`config.mk`:
```
export PLATFORM = sky130hd
export DESIGN_NAME = prng_range_gen
export DESIGN_NICKNAME = d
export VERILOG_FILES = /design/src/rtl/prng_pkg.sv /design/src/rtl/lfsr_core.sv /design/src/rtl/prng_range_gen.sv
export SDC_FILE = /design/constraint.sdc
export NUM_CORES = 1
export LEC_CHECK = 0
export BUFFER_PORTS_ARGS = -buffer_cell sky130_fd_sc_hd__buf_4
export CORE_MARGIN = 1.5
export CORE_UTILIZATION = 40
export CTS_BUF_LIST = sky130_fd_sc_hd__clkbuf_16
export DETAILED_ROUTE_END_ITERATION = 6
export GPL_TIMING_DRIVEN = 1
export PLACE_DENSITY = 0.66
export SLEW_MARGIN = 20
export SYNTH_ARGS = -nofsm -noshare
export SYNTH_HDL_FRONTEND = slang
export SYNTH_SLANG_ARGS = --single-unit
```
`constraint.sdc`:
```
create_clock -name clk -period 4.4 [get_ports clk]
set_input_delay 1.1 -clock clk [delete_from_list [all_inputs] [get_ports clk]]
set_output_delay 1.1 -clock clk [all_outputs]
set_load 0.005 [all_outputs]
```
`src/rtl/prng_pkg.sv`:
```
// Shared types and constants for the range-limited PRNG.
// State enum, default LFSR constants and a saturating counter helper.
package prng_pkg;

  typedef enum logic [1:0] {
    IDLE,
    DRAW,
    HOLD
  } state_e;

  localparam logic [15:0] DEF_TAPS = 16'hB400;
  localparam logic [15:0] DEF_SEED = 16'hACE1;

  function automatic logic [7:0] sat_inc8(
    input logic [7:0] v
  );
    return (v == 8'hFF) ? v : v + 8'd1;
  endfunction

endpackage

```
`src/rtl/lfsr_core.sv`:
```
// Free-running Galois LFSR with synchronous reseed.
// A zero seed is replaced by SEED so the state never locks up.
module lfsr_core
  import prng_pkg::*;
#(
  parameter int              WIDTH = 16,
  parameter logic [WIDTH-1:0] TAPS = DEF_TAPS,
  parameter logic [WIDTH-1:0] SEED = DEF_SEED
) (
  input  logic             clk,
  input  logic             rst_n,
  input  logic             load_i,
  input  logic [WIDTH-1:0] seed_i,
  output logic [WIDTH-1:0] state_o
);

  logic [WIDTH-1:0] state_q;
  logic [WIDTH-1:0] state_d;
  logic [WIDTH-1:0] shift;

  assign shift = (state_q >> 1)
               ^ (state_q[0] ? TAPS : '0);

  always_comb begin
    state_d = shift;
    if (load_i) begin
      state_d = (seed_i == '0) ? SEED : seed_i;
    end
  end

  always_ff @(posedge clk or negedge rst_n) begin
    if (!rst_n) begin
      state_q <= SEED;
    end else begin
      state_q <= state_d;
    end
  end

  assign state_o = state_q;

endmodule

```
`src/rtl/prng_range_gen.sv`:
```
// Unbiased index source in [0, N_OUT-1] with bounded rejection sampling.
// Define PRNG_NO_REPEAT_EN to forbid two consecutive equal indices.
module prng_range_gen
  import prng_pkg::*;
#(
  parameter int               WIDTH   = 16,
  parameter logic [WIDTH-1:0] TAPS    = DEF_TAPS,
  parameter logic [WIDTH-1:0] SEED    = DEF_SEED,
  parameter int               N_OUT   = 6,
  parameter int               MAX_TRY = 8,
  localparam int              OUT_W   = $clog2(N_OUT)
) (
  input  logic             clk,
  input  logic             rst,
  input  logic             seed_load,
  input  logic [WIDTH-1:0] seed_value,
  input  logic             req_valid,
  output logic             req_ready,
  output logic             out_valid,
  input  logic             out_ready,
  output logic [OUT_W-1:0] out_data,
  output logic [7:0]       fallback_cnt,
  output logic [WIDTH-1:0] lfsr_state
);

  localparam int RW = (MAX_TRY > 1) ? $clog2(MAX_TRY) : 1;
  localparam logic [RW-1:0]  LAST = RW'(MAX_TRY - 1);
  localparam logic [OUT_W:0] NMAX = (OUT_W + 1)'(N_OUT);

  state_e           state_q, state_d;
  logic [RW-1:0]    retry_q, retry_d;
  logic [OUT_W-1:0] data_q, data_d;
  logic             vld_q, vld_d;
  logic [7:0]       cnt_q, cnt_d;

  logic [OUT_W-1:0] cand;
  logic             in_rng;
  logic [OUT_W-1:0] fb_raw;
  logic             ok;
  logic [OUT_W-1:0] fb;

  lfsr_core #(
    .WIDTH (WIDTH),
    .TAPS  (TAPS),
    .SEED  (SEED)
  ) u_lfsr (
    .clk     (clk),
    .rst_n   (rst),
    .load_i  (seed_load),
    .seed_i  (seed_value),
    .state_o (lfsr_state)
  );

  assign cand   = lfsr_state[OUT_W-1:0];
  assign in_rng = {1'b0, cand} < NMAX;
  // 2**OUT_W < 2*N_OUT, so one subtraction folds any reject into range
  assign fb_raw = in_rng ? cand
                : OUT_W'({1'b0, cand} - NMAX);

`ifdef PRNG_NO_REPEAT_EN
  logic [OUT_W-1:0] prev_q;

  assign ok = in_rng && (cand != prev_q);
  assign fb = (fb_raw != prev_q) ? fb_raw
            : (({1'b0, fb_raw} + 1'b1) == NMAX) ? '0
            : fb_raw + OUT_W'(1);

  always_ff @(posedge clk or negedge rst) begin
    if (!rst) begin
      prev_q <= '0;
    end else if (vld_q && out_ready) begin
      prev_q <= data_q;
    end
  end
`else
  assign ok = in_rng;
  assign fb = fb_raw;
`endif

  always_comb begin
    state_d = state_q;
    retry_d = retry_q;
    data_d  = data_q;
    vld_d   = vld_q;
    cnt_d   = cnt_q;
    unique case (state_q)
      IDLE: begin
        if (req_valid) begin
          state_d = DRAW;
          retry_d = '0;
        end
      end
      DRAW: begin
        if (ok) begin
          data_d  = cand;
          vld_d   = 1'b1;
          state_d = HOLD;
        end else if (retry_q == LAST) begin
          data_d  = fb;
          vld_d   = 1'b1;
          cnt_d   = sat_inc8(cnt_q);
          state_d = HOLD;
        end else begin
          retry_d = retry_q + 1'b1;
        end
      end
      HOLD: begin
        if (out_ready) begin
          vld_d   = 1'b0;
          state_d = IDLE;
        end
      end
      default: state_d = IDLE;
    endcase
  end

  always_ff @(posedge clk or negedge rst) begin
    if (!rst) begin
      state_q <= IDLE;
      retry_q <= '0;
      data_q  <= '0;
      vld_q   <= 1'b0;
      cnt_q   <= '0;
    end else begin
      state_q <= state_d;
      retry_q <= retry_d;
      data_q  <= data_d;
      vld_q   <= vld_d;
      cnt_q   <= cnt_d;
    end
  end

  assign req_ready    = (state_q == IDLE);
  assign out_valid    = vld_q;
  assign out_data     = data_q;
  assign fallback_cnt = cnt_q;

endmodule

```
==> results of run 1 <==
cell usage in the layout (no fill, tap or decap), types with 3 or more instances in the layout:
| master | instances |
|---|---|
| sky130_fd_sc_hd__mux2_2 | 8 |
| sky130_fd_sc_hd__dfrtp_1 | 25 |
| sky130_fd_sc_hd__dfstp_2 | 8 |
| sky130_fd_sc_hd__o21ai_0 | 3 |
| sky130_fd_sc_hd__nand2_1 | 13 |
| sky130_fd_sc_hd__xnor2_1 | 5 |
| sky130_fd_sc_hd__nand3_1 | 4 |
| sky130_fd_sc_hd__nor4_1 | 4 |
| sky130_fd_sc_hd__nand4_1 | 4 |
| sky130_fd_sc_hd__inv_1 | 5 |
| sky130_fd_sc_hd__clkbuf_16 | 5 |
| sky130_fd_sc_hd__xor2_1 | 3 |
| sky130_fd_sc_hd__o22a_1 | 8 |
| sky130_fd_sc_hd__buf_4 | 49 |
| sky130_fd_sc_hd__ha_1 | 3 |
| sky130_fd_sc_hd__nor2_1 | 3 |
path summary, 6_finish.rpt:
path / from / end / cells after the start
setup / recovery: u_lfsr.state_o[0]$_DFF_PN1_ / lfsr_state[0] / 1
hold / removal: retry_q[0]$_DFFE_PN0P_ / retry_q[0]$_DFFE_PN0P_ / 1
setup reg to reg: retry_q[0]$_DFFE_PN0P_ / fallback_cnt[7]$_DFFE_PN0P_ / 6
hold reg to reg: retry_q[0]$_DFFE_PN0P_ / retry_q[0]$_DFFE_PN0P_ / 1
max in group asynchronous: rst / u_lfsr.state_o[13]$_DFF_PN1_ / 1
min in group asynchronous: rst / fallback_cnt[2]$_DFFE_PN0P_ / 1
per-stage QoR:
step                cells  utilization  power [uW]  worst slack [ps]
global placement      211        0.548         589              2130
global route          219        0.588         957              2250
finish                219        0.588         910              2280
floorplan             120            -         501              2480
detailed placement    211        0.548         597              2100
CTS                   219        0.588         919              2280
layout make-up:
cell class | count | area share
clock inverter | 3 | 0.00557
clock buffer | 5 | 0.0618
timing repair buffer | 49 | 0.182
inverter | 2 | 0.00371
sequential | 33 | 0.413
tap | 46 | 0.0284
multi-input combinational | 81 | 0.306
logic make-up (layout without fill, tap and decap cells):
family	Yosys count	after routing	synth area share
compound gates	22	22	0.117
xor+xnor	8	8	0.0471
fa+ha+maj	3	3	0.0252
buf+inv	6	59	0.0227
flops	33	33	0.562
mux	10	10	0.0807
simple gates	38	38	0.146
worst register-to-register path: stages, from the launching register on:
cell and delay [ps]:
sky130_fd_sc_hd__dfrtp_1 360, sky130_fd_sc_hd__ha_1 150, sky130_fd_sc_hd__ha_1 350, sky130_fd_sc_hd__nand4_1 200
sky130_fd_sc_hd__nor3_4 230, sky130_fd_sc_hd__nand3_2 110, sky130_fd_sc_hd__mux2_4 300
per-layer routing:
layer  track usage  up-vias  share of wire
li1              -      542              -
met1         0.214      567           0.42
met2         0.294       58           0.49
met3        0.0581        6          0.077
met4        0.0679        0          0.016
met5             0        -              0
power by group through the flow:
stage | clock [uW] | sequential (uW) | combinational (uW)
after floorplan | 0 | 394 | 107
after CTS | 323 | 399 | 198
after detailed placement | 0 | 401 | 197
final | 318 | 398 | 194
after global placement | 0 | 398 | 191
after global routing | 338 | 405 | 215
cells in the mapped netlist, types with 2 or more instances:
library cell / instances
sky130_fd_sc_hd__inv_1: 2
sky130_fd_sc_hd__o21ai_0: 3
sky130_fd_sc_hd__nor4_1: 4
sky130_fd_sc_hd__xor2_1: 3
sky130_fd_sc_hd__dfstp_2: 8
sky130_fd_sc_hd__o22ai_1: 2
sky130_fd_sc_hd__mux2_2: 8
sky130_fd_sc_hd__o2111ai_1: 2
sky130_fd_sc_hd__nand3_1: 4
sky130_fd_sc_hd__nand4_1: 4
sky130_fd_sc_hd__dfrtp_1: 25
sky130_fd_sc_hd__o211ai_1: 2
sky130_fd_sc_hd__mux2_4: 2
sky130_fd_sc_hd__nor2_1: 3
sky130_fd_sc_hd__nand2_1: 13
sky130_fd_sc_hd__and3_1: 2
sky130_fd_sc_hd__o22a_1: 8
sky130_fd_sc_hd__a22o_2: 2
sky130_fd_sc_hd__clkbuf_1: 2
sky130_fd_sc_hd__ha_1: 3
sky130_fd_sc_hd__xnor2_1: 5
flip-flops by register name, indices dropped and copies added (netlist names):
| name | cells |
|---|---|
| retry_q | 3 |
| state_q | 2 |
| out_data | 3 |
| fallback_cnt | 8 |
| out_valid | 1 |
| u_lfsr.state_o | 16 |
==> impl_summary.txt, run 1 <==
----------------------------------------------------
[Synth]
  Count of mapped cells out of synthesis ... 120
  Largest area contributor in the netlist ... sky130_fd_sc_hd__dfrtp_1
  Area share of the largest cell type after synthesis ... 0.421
  Syn nets ... 144
  Flip-flop and latch count after synthesis ... 33
  Synth Cell Area ... 1490 um^2
  Ys async rst share ... 1.00
  Most used flip-flop cell after synthesis ... sky130_fd_sc_hd__dfrtp_1
  Top area cells in the synthesized netlist ... sky130_fd_sc_hd__dfrtp_1, sky130_fd_sc_hd__dfstp_2, sky130_fd_sc_hd__mux2_2, sky130_fd_sc_hd__o22a_1, sky130_fd_sc_hd__nand2_1
  Count of flip-flops with a built-in enable after synthesis ... 0
  Number of distinct library cells after synthesis ... 34
  Synth Area per Inst ... 12.4 um^2
  Synth Warn # ... 0
  Sequential fraction of the synthesis area ... 0.562

[Floorplanning]
  Die Y-Extent ... 64.0 um
  Initial standard-cell utilization of the core ... 0.432
  Die outline width ... 64.0 um
  Number of top-level pins ... 50
  Die area ... 4090 um^2
  Cell Rows ... 21
  Core region area ... 3440 um^2

[Global routing]
  Via count of the first global-routing pass ... 1190
  Remaining global-route overflow ... 0
  Number of antenna violations at the first check in global routing ... 0
  Global-route wire length before repair ... 5620 um
  Global-route total usage across every layer ... 0.178
  Maximum number of pins on one net before global-route repair ... 34

[Worst setup path]
  Critical-path cell list ... buf_4
  Worst Setup Path Type ... register to output port
  CP Launch Type ... register
  Peak per-stage delay on the critical path ... 610 ps
  CP Data Arrival Time ... 1020 ps
  Highest-delay cell along the critical path ... sky130_fd_sc_hd__dfstp_2
  Cell class contributing the biggest share of worst-path delay ... flip-flops
  Register-to-register path setup slack ... 2580 ps
  Critical Path RT ... 3300 ps
  Critical Path End Type ... output port
  Crit path buffers/inverters ... 1
  Maximum fanout along the worst path ... 6

[CTS]
  Buffers inserted by post-CTS timing repair ... 0
  Clock-pin slew on the worst setup and hold paths ... 50 ps
  Root Buffer Master ... sky130_fd_sc_hd__clkbuf_16
  Cts bufs inserted ... 5
  H-Tree Depth ... 2
  Worst skew pair latency ... 270 ps
  Clock Sink Count ... 33
  Clock tree from TritonCTS ... built
  Number of gates resized after CTS ... 0
  Clock tree buffer depth ... 2
  Hold-fix buffers, CTS ... 0

[STA]
  Final setup violation count ... 0
  Clock tree skew after final layout ... 3.56 ps
  Count of final hold-check violations ... 0
  Slew at the pin closest to its max-slew limit ... 413 ps
  Final hold slack ... 502 ps
  Post-route minimum period ... 2120 ps
  Final number of max-transition violations ... 0
  Share of the cycle needed by the critical path after routing ... 0.481
  Setup repair after global routing missed its margin ... false
  Maximum operating frequency ... 472 MHz
  Max transition margin ... 0.722
  Setup TNS Final ... 0 ps

[Outcome]
  Status ... finished clean

[Pwr]
  Comb pwr share ... 0.214
  Fraction of power consumed by the clock network ... 0.349
  Switching part of the total ... 0.260
  Power spent charging and discharging nets ... 236 uW
  Total power per unit cell area ... 450 nW/um^2
  Fraction of power consumed by sequential logic ... 0.437
  Power Internal ... 674 uW
  Highest ir drop seen on vdd ... 215 uV
  LEAKAGE ... 0.000974 uW

[Place]
  GPL Wtd Cong ... 0.718
  Final HPWL DP ... 2390 um
  Area after detailed placement ... 1890 um^2
  I/O Buffers ... 49

[Cells and area]
  Filler cell count ... 308
  Antenna diode instance count ... 0
  Nets ... 196
  Area added between synthesis and finish ... 36.0%
  Finished layout cell area ... 2020 um^2
  Sequential cell area ... 836 um^2
  Area of the multi-input gates ... 618 um^2
  Fraction of layout cells with a size suffix above 1 ... 0.457

[Route]
  Total detailed-routing wirelength ... 3280 um
  Antenna Violating Nets Remaining ... 0
  Number of remaining DRC errors ... 0
  Router iterations before antenna repair ... 5
  Via count ... 1173
  First DRT Iteration DRCs ... 48
  Via/cell ratio ... 5.36
  Average wire per cell in the routed design ... 15.0 um

[Run]
  Max-cap violations ... 0

[Hold path]
  Min-Delay Path Class ... register to register

----------------------------------------------------
Power figures use the tool's default switching activity.
==> inputs of run 2 (changes only) <==
==> constraint.sdc (replaced) <==
create_clock -name clk -period 2 [get_ports clk]
set_input_delay 0.5 -clock clk [delete_from_list [all_inputs] [get_ports clk]]
set_output_delay 0.5 -clock clk [all_outputs]
set_load 0.005 [all_outputs]
==> run 2 against run 1 <==
- final area stayed put
- power up 120%
- routed wire length grew 0.82%
- count of clock-buffer cells in the layout stayed put
- via count up 0.85%
- clock power grew 120%
- global-route usage up 0.23 points
- clock skew rose by 1.1 ps
- register-to-register slack got worse by 2400 ps
- critical endpoint is now fallback_cnt[7]$_DFFE_PN0P_
- largest cell class unchanged
- largest power group unchanged
==> impl_summary.txt, run 2 (synthesized netlist as in run 1, its figures left out) <==
----------------------------------------------------
[Route]
  Total detailed-routing wirelength ... 3310 um (was 3280 um)
  Antenna Violating Nets Remaining ... 0 (unchanged)
  Via count ... 1183 (was 1173)
  First DRT Iteration DRCs ... 47 (was 48)
  Router iterations before antenna repair ... 4 (was 5)
  Number of remaining DRC errors ... 0 (unchanged)
  Via/cell ratio ... 5.40 (was 5.36)
  Average wire per cell in the routed design ... 15.1 um (was 15.0 um)

[Worst setup path]
  Critical Path End Type ... register (was output port)
  Worst reg2reg path depth ... 6 (unchanged)
  Most Frequent Cell on Critical Path ... sky130_fd_sc_hd__ha_1
  Critical Path RT ... 2160 ps (was 3300 ps)
  Peak per-stage delay on the critical path ... 360 ps (was 610 ps)
  Path length in cells of the critical path ... 6 (was 1)
  Maximum fanout along the worst path ... 9 (was 6)
  CP Launch Type ... register (unchanged)
  CP Data Arrival Time ... 1960 ps (was 1020 ps)
  Worst Setup Path Type ... register to register (was register to output port)
  Crit path buffers/inverters ... 0 (was 1)
  Register-to-register path setup slack ... 200 ps (was 2580 ps)
  Cell class contributing the biggest share of worst-path delay ... simple AND/OR/NAND/NOR gates (was flip-flops)
  Highest-delay cell along the critical path ... sky130_fd_sc_hd__dfrtp_1 (was sky130_fd_sc_hd__dfstp_2)
  Critical-path cell list ... ha_1 > ha_1 > nand4_1 > nor3_4 > nand3_2 > mux2_4 (was buf_4)

[Hold path]
  Min-Delay Path Class ... primary input to async pin (was register to register)

[Cells and area]
  Filler cell count ... 303 (was 308)
  Antenna diode instance count ... 0 (unchanged)
  Area added between synthesis and finish ... 36.0% (unchanged)
  Area of the multi-input gates ... 618 um^2 (unchanged)
  Most frequent cells in the layout ... sky130_fd_sc_hd__buf_4, sky130_fd_sc_hd__dfrtp_1, sky130_fd_sc_hd__nand2_1 (unchanged)
  Leading cell type in the layout, fill and taps excluded ... sky130_fd_sc_hd__buf_4 (unchanged)
  Fraction of layout cells with a size suffix above 1 ... 0.457 (unchanged)
  Sequential cell area ... 836 um^2 (unchanged)
  Largest register FFs ... 16 (unchanged)
  Nets ... 196 (unchanged)
  Finished layout cell area ... 2020 um^2 (unchanged)

[Run]
  Max-cap violations ... 0 (unchanged)

[Place]
  GPL Wtd Cong ... 0.845 (was 0.718)
  Area after detailed placement ... 1890 um^2 (unchanged)
  Final HPWL DP ... 2360 um (was 2390 um)
  I/O Buffers ... 49 (unchanged)

[Floorplanning]
  Die area ... 4090 um^2 (unchanged)
  Core region area ... 3440 um^2 (unchanged)
  Die Y-Extent ... 64.0 um (unchanged)
  Cell Rows ... 21 (unchanged)
  Initial standard-cell utilization of the core ... 0.432 (unchanged)
  Number of top-level pins ... 50 (unchanged)
  Die outline width ... 64.0 um (unchanged)

[STA]
  Clock tree skew after final layout ... 4.70 ps (was 3.56 ps)
  Max transition margin ... 0.722 (about the same)
  Maximum operating frequency ... 556 MHz
  Count of final hold-check violations ... 0 (unchanged)
  Setup repair after global routing missed its margin ... false (unchanged)
  Final hold slack ... 164 ps (was 502 ps)
  Share of the cycle needed by the critical path after routing ... 0.900
  Final number of max-transition violations ... 0 (unchanged)
  Setup TNS Final ... 0 ps (unchanged)
  Final setup violation count ... 0 (unchanged)
  Post-route minimum period ... 1800 ps
  Slew at the pin closest to its max-slew limit ... 417 ps (was 413 ps)

[CTS]
  Clock-pin slew on the worst setup and hold paths ... 50 ps (about the same)
  Buffers inserted by post-CTS timing repair ... 0 (unchanged)
  H-Tree Depth ... 2 (unchanged)
  Hold-fix buffers, CTS ... 0 (unchanged)
  Number of gates resized after CTS ... 0 (unchanged)
  Root Buffer Master ... sky130_fd_sc_hd__clkbuf_16 (unchanged)
  Cts bufs inserted ... 5 (unchanged)
  Clock tree from TritonCTS ... built (unchanged)
  Clock tree buffer depth ... 2 (unchanged)
  Clock Sink Count ... 33 (unchanged)
  Worst skew pair latency ... 280 ps (was 270 ps)

[Global routing]
  Maximum number of pins on one net before global-route repair ... 34 (unchanged)
  Number of antenna violations at the first check in global routing ... 0 (unchanged)
  Global-route wire length before repair ... 5570 um (was 5620 um)
  Global-route total usage across every layer ... 0.180 (was 0.178)
  Remaining global-route overflow ... 0 (unchanged)
  Via count of the first global-routing pass ... 1201 (was 1190)

[Pwr]
  Switching part of the total ... 0.263 (was 0.260)
  LEAKAGE ... 0.000974 uW (unchanged)
  Highest ir drop seen on vdd ... 558 uV (was 215 uV)
  Comb pwr share ... 0.215 (was 0.214)
  Fraction of power consumed by sequential logic ... 0.433 (was 0.437)
  Fraction of power consumed by the clock network ... 0.352 (was 0.349)
  Power spent charging and discharging nets ... 528 uW (was 236 uW)
  Total power per unit cell area ... 994 nW/um^2 (was 450 nW/um^2)
  Power Internal ... 1480 uW (was 674 uW)

[Outcome]
  Status ... finished clean (unchanged)

----------------------------------------------------
-- run 2: path summary, 6_finish.rpt --
path                                             startpoint                            to
max in group asynchronous                               rst  u_lfsr.state_o[13]$_DFF_PN1_
worst min-delay path                                    rst   fallback_cnt[4]$_DFFE_PN0P_
worst max register to register       retry_q[0]$_DFFE_PN0P_   fallback_cnt[7]$_DFFE_PN0P_
worst min register to register  u_lfsr.state_o[4]$_DFF_PN0_   u_lfsr.state_o[3]$_DFF_PN0_
worst max-delay path                 retry_q[0]$_DFFE_PN0P_   fallback_cnt[7]$_DFFE_PN0P_
min in group clk                                  out_ready        state_q[1]$_DFFE_PN0P_
-- run 2: layout make-up --
cell class | instances | area share
repair buffers | 49 | 0.182
multi-input cells | 81 | 0.306
well taps | 46 | 0.0284
clock buffers | 5 | 0.0618
clock inverters | 3 | 0.00557
inverters | 2 | 0.00371
flip-flops and latches | 33 | 0.413
-- run 2: routing by layer --
layer / vias up / routed length [um] / global-route usage
li1: 550 / - / -
met1: 572 / 1440 / 0.216
met2: 51 / 1510 / 0.268
met3: 10 / 276 / 0.0757
met4: 0 / 83 / 0.106
met5: - / 0 / 0
-- run 2: stage by stage --
stage / setup WS (ps) / power (uW) / instances / utilization
CTS: 199 / 2040 / 219 / 0.588
global route: 45.2 / 2120 / 219 / 0.588
global placement: 302 / 1300 / 211 / 0.548
finish: 200 / 2010 / 219 / 0.588
floorplan: 442 / 1100 / 120 / -
detailed placement: 215 / 1320 / 211 / 0.548
-- run 2: power groups by stage --
stage / Combinational (uW) / Sequential (uW) / Clock [uW]
floorplan: 236 / 866 / 0
global route: 475 / 887 / 758
detailed placement: 436 / 880 / 0
global placement: 424 / 876 / 0
CTS: 439 / 872 / 733
finish: 432 / 871 / 708
==> inputs of run 3 (changes only) <==
--- a/config.mk
+++ b/config.mk
@@ -6,12 +6,14 @@
 export NUM_CORES = 1
 export LEC_CHECK = 0
 export BUFFER_PORTS_ARGS = -buffer_cell sky130_fd_sc_hd__buf_4
+export CELL_PAD_IN_SITES_DETAIL_PLACEMENT = 1
+export CELL_PAD_IN_SITES_GLOBAL_PLACEMENT = 2
 export CORE_MARGIN = 1.5
-export CORE_UTILIZATION = 40
+export CORE_UTILIZATION = 31
 export CTS_BUF_LIST = sky130_fd_sc_hd__clkbuf_16
 export DETAILED_ROUTE_END_ITERATION = 6
 export GPL_TIMING_DRIVEN = 1
-export PLACE_DENSITY = 0.66
+export PLACE_DENSITY = 0.78
 export SLEW_MARGIN = 20
 export SYNTH_ARGS = -nofsm -noshare
 export SYNTH_HDL_FRONTEND = slang
==> run 3 against run 2 <==
- routed wire length grew 9.4%
- largest cell class unchanged
- cell count grew 3.7%
- worst setup slack got worse by 4.1 ps
- die area is 28% higher
- highest routed layer unchanged
- sequential share of layout area down 0.23 points
==> impl_summary.txt, run 3 (synthesized netlist as in run 1, its figures left out) <==
----------------------------------------------------
[Route]
  Router iterations before antenna repair ... 4 (unchanged)
  Via/cell ratio ... 5.05 (was 5.40)
  Average wire per cell in the routed design ... 16.0 um (was 15.1 um)
  Via count ... 1146 (was 1183)
  First DRT Iteration DRCs ... 23 (was 47)
  Total detailed-routing wirelength ... 3620 um (was 3310 um)
  Antenna Violating Nets Remaining ... 0 (unchanged)
  Number of remaining DRC errors ... 0 (unchanged)

[Global routing]
  Global-route total usage across every layer ... 0.151 (was 0.180)
  Global-route wire length before repair ... 5970 um (was 5570 um)
  Number of antenna violations at the first check in global routing ... 0 (unchanged)
  Maximum number of pins on one net before global-route repair ... 34 (unchanged)
  Via count of the first global-routing pass ... 1274 (was 1201)
  Remaining global-route overflow ... 0 (unchanged)

[CTS]
  Clock tree buffer depth ... 2 (unchanged)
  Clock tree from TritonCTS ... built (unchanged)
  Worst skew pair latency ... 280 ps (about the same)
  H-Tree Depth ... 2 (unchanged)
  Clock-pin slew on the worst setup and hold paths ... 50 ps (about the same)
  Number of gates resized after CTS ... 0 (unchanged)
  Clock Sink Count ... 33 (unchanged)
  Hold-fix buffers, CTS ... 0 (unchanged)
  Root Buffer Master ... sky130_fd_sc_hd__clkbuf_16 (unchanged)
  Buffers inserted by post-CTS timing repair ... 0 (unchanged)
  Cts bufs inserted ... 5 (unchanged)

[Floorplanning]
  Core region area ... 4660 um^2 (was 3440 um^2)
  Die outline width ... 72.3 um (was 64.0 um)
  Die area ... 5220 um^2 (was 4090 um^2)
  Cell Rows ... 25 (was 21)
  Number of top-level pins ... 50 (unchanged)
  Die Y-Extent ... 72.3 um (was 64.0 um)
  Initial standard-cell utilization of the core ... 0.319 (was 0.432)

[Pwr]
  Switching part of the total ... 0.271 (was 0.263)
  Comb pwr share ... 0.216 (was 0.215)
  Total power per unit cell area ... 1000 nW/um^2 (was 994 nW/um^2)
  LEAKAGE ... 0.000966 uW (was 0.000974 uW)
  Highest ir drop seen on vdd ... 436 uV (was 558 uV)
  Fraction of power consumed by sequential logic ... 0.427 (was 0.433)
  Power spent charging and discharging nets ... 553 uW (was 528 uW)
  Fraction of power consumed by the clock network ... 0.356 (was 0.352)
  Power Total ... 2040 uW (was 2010 uW)
  Power Internal ... 1480 uW (about the same)

[Worst setup path]
  Critical Path End Type ... register (unchanged)
  Critical Path RT ... 2160 ps (about the same)
  Worst reg2reg path depth ... 6 (unchanged)
  Register-to-register path setup slack ... 200 ps (about the same)
  Worst Setup Path Type ... register to register (unchanged)
  Critical R2R Capture ... fallback_cnt[7]$_DFFE_PN0P_ (unchanged)
  R2r startpoint ... retry_q[0]$_DFFE_PN0P_ (unchanged)
  Maximum fanout along the worst path ... 9 (unchanged)
  CP Launch Type ... register (unchanged)
  CP Data Arrival Time ... 1960 ps (about the same)

[Place]
  Placed Cells incl. Taps ... 219 (was 211)
  I/O Buffers ... 49 (unchanged)
  Area after detailed placement ... 1900 um^2 (was 1890 um^2)
  Final HPWL DP ... 2720 um (was 2360 um)
  GPL Wtd Cong ... 0.709 (was 0.845)

[STA]
  Setup TNS Final ... 0 ps (unchanged)
  Final hold slack ... 162 ps (was 164 ps)
  Share of the cycle needed by the critical path after routing ... 0.902 (was 0.900)
  Max transition margin ... 0.720 (was 0.722)
  Final number of max-transition violations ... 0 (unchanged)
  Final setup violation count ... 0 (unchanged)
  Maximum operating frequency ... 554 MHz (was 556 MHz)
  Post-route minimum period ... 1800 ps (about the same)
  Setup repair after global routing missed its margin ... false (unchanged)
  Slew at the pin closest to its max-slew limit ... 420 ps (was 417 ps)
  Clock tree skew after final layout ... 3.97 ps (was 4.70 ps)
  Count of final hold-check violations ... 0 (unchanged)

[Cells and area]
  Sequential cell area ... 836 um^2 (unchanged)
  Area added between synthesis and finish ... 36.8% (was 36.0%)
  Antenna diode instance count ... 0 (unchanged)
  Fraction of layout cells with a size suffix above 1 ... 0.462 (was 0.457)
  Filler cell count ... 501 (was 303)
  Nets ... 196 (unchanged)
  Area of the multi-input gates ... 618 um^2 (unchanged)
  Finished layout cell area ... 2030 um^2 (was 2020 um^2)
  Leading cell type in the layout, fill and taps excluded ... sky130_fd_sc_hd__buf_4 (unchanged)
  Most frequent cells in the layout ... sky130_fd_sc_hd__buf_4, sky130_fd_sc_hd__dfrtp_1, sky130_fd_sc_hd__nand2_1 (unchanged)
  Non-filler instance count after layout ... 227 (was 219)
  Largest register FFs ... 16 (unchanged)

[Outcome]
  Status ... finished clean (unchanged)

[Hold path]
  Min-Delay Path Class ... primary input to async pin (unchanged)

[Run]
  Max-cap violations ... 0 (unchanged)

----------------------------------------------------
## run 3: power by group through the flow
stage / Combinational (uW) / Clock (uW) / Sequential (uW)
after global routing: 487 / 768 / 886
after detailed placement: 448 / 0 / 884
after floorplan: 236 / 0 / 866
after global placement: 425 / 0 / 880
final: 441 / 726 / 871
after CTS: 452 / 741 / 875
## run 3: final cells by class
| cell class | instances | area share |
|---|---|---|
| flip-flops and latches | 33 | 0.411 |
| clock inverters | 3 | 0.00615 |
| well taps | 54 | 0.0332 |
| inverters | 2 | 0.00369 |
| repair buffers | 49 | 0.181 |
| multi-input cells | 81 | 0.304 |
| clock buffers | 5 | 0.0615 |
## run 3: through the flow
stage / setup WS [ps] / util
after floorplan: 442 / -
after global placement: 278 / 0.407
after detailed placement: 210 / 0.407
after CTS: 173 / 0.437
after global routing: 127 / 0.437
final: 196 / 0.437
## run 3: how the worst max path moves through the flow
stage | from | slack (ps) | depth (start not counted) | end
floorplan | retry_q[0]$_DFFE_PN0P_ | 440 | 7 | fallback_cnt[7]$_DFFE_PN0P_
global placement | retry_q[0]$_DFFE_PN0P_ | 280 | 6 | fallback_cnt[7]$_DFFE_PN0P_
detailed placement | retry_q[0]$_DFFE_PN0P_ | 210 | 6 | fallback_cnt[7]$_DFFE_PN0P_
CTS | retry_q[0]$_DFFE_PN0P_ | 170 | 6 | fallback_cnt[7]$_DFFE_PN0P_
global route | retry_q[0]$_DFFE_PN0P_ | 130 | 6 | fallback_cnt[7]$_DFFE_PN0P_
finish | retry_q[0]$_DFFE_PN0P_ | 200 | 6 | fallback_cnt[7]$_DFFE_PN0P_
## run 3: critical path, stage by stage, from the launching register on
cell and delay (ps):
sky130_fd_sc_hd__dfrtp_1 380, sky130_fd_sc_hd__ha_1 160, sky130_fd_sc_hd__ha_1 330, sky130_fd_sc_hd__nand4_1 200, sky130_fd_sc_hd__nor3_4 220, sky130_fd_sc_hd__nand3_2 110, sky130_fd_sc_hd__mux2_4 300
## run 3: per-layer routing
layer | track usage | vias to the layer above | routed length, um
met1 | 0.177 | 559 | 1510
met5 | 0 | - | 0
li1 | - | 543 | -
met4 | 0.0755 | 0 | 64
met2 | 0.251 | 39 | 1790
met3 | 0.0472 | 5 | 261
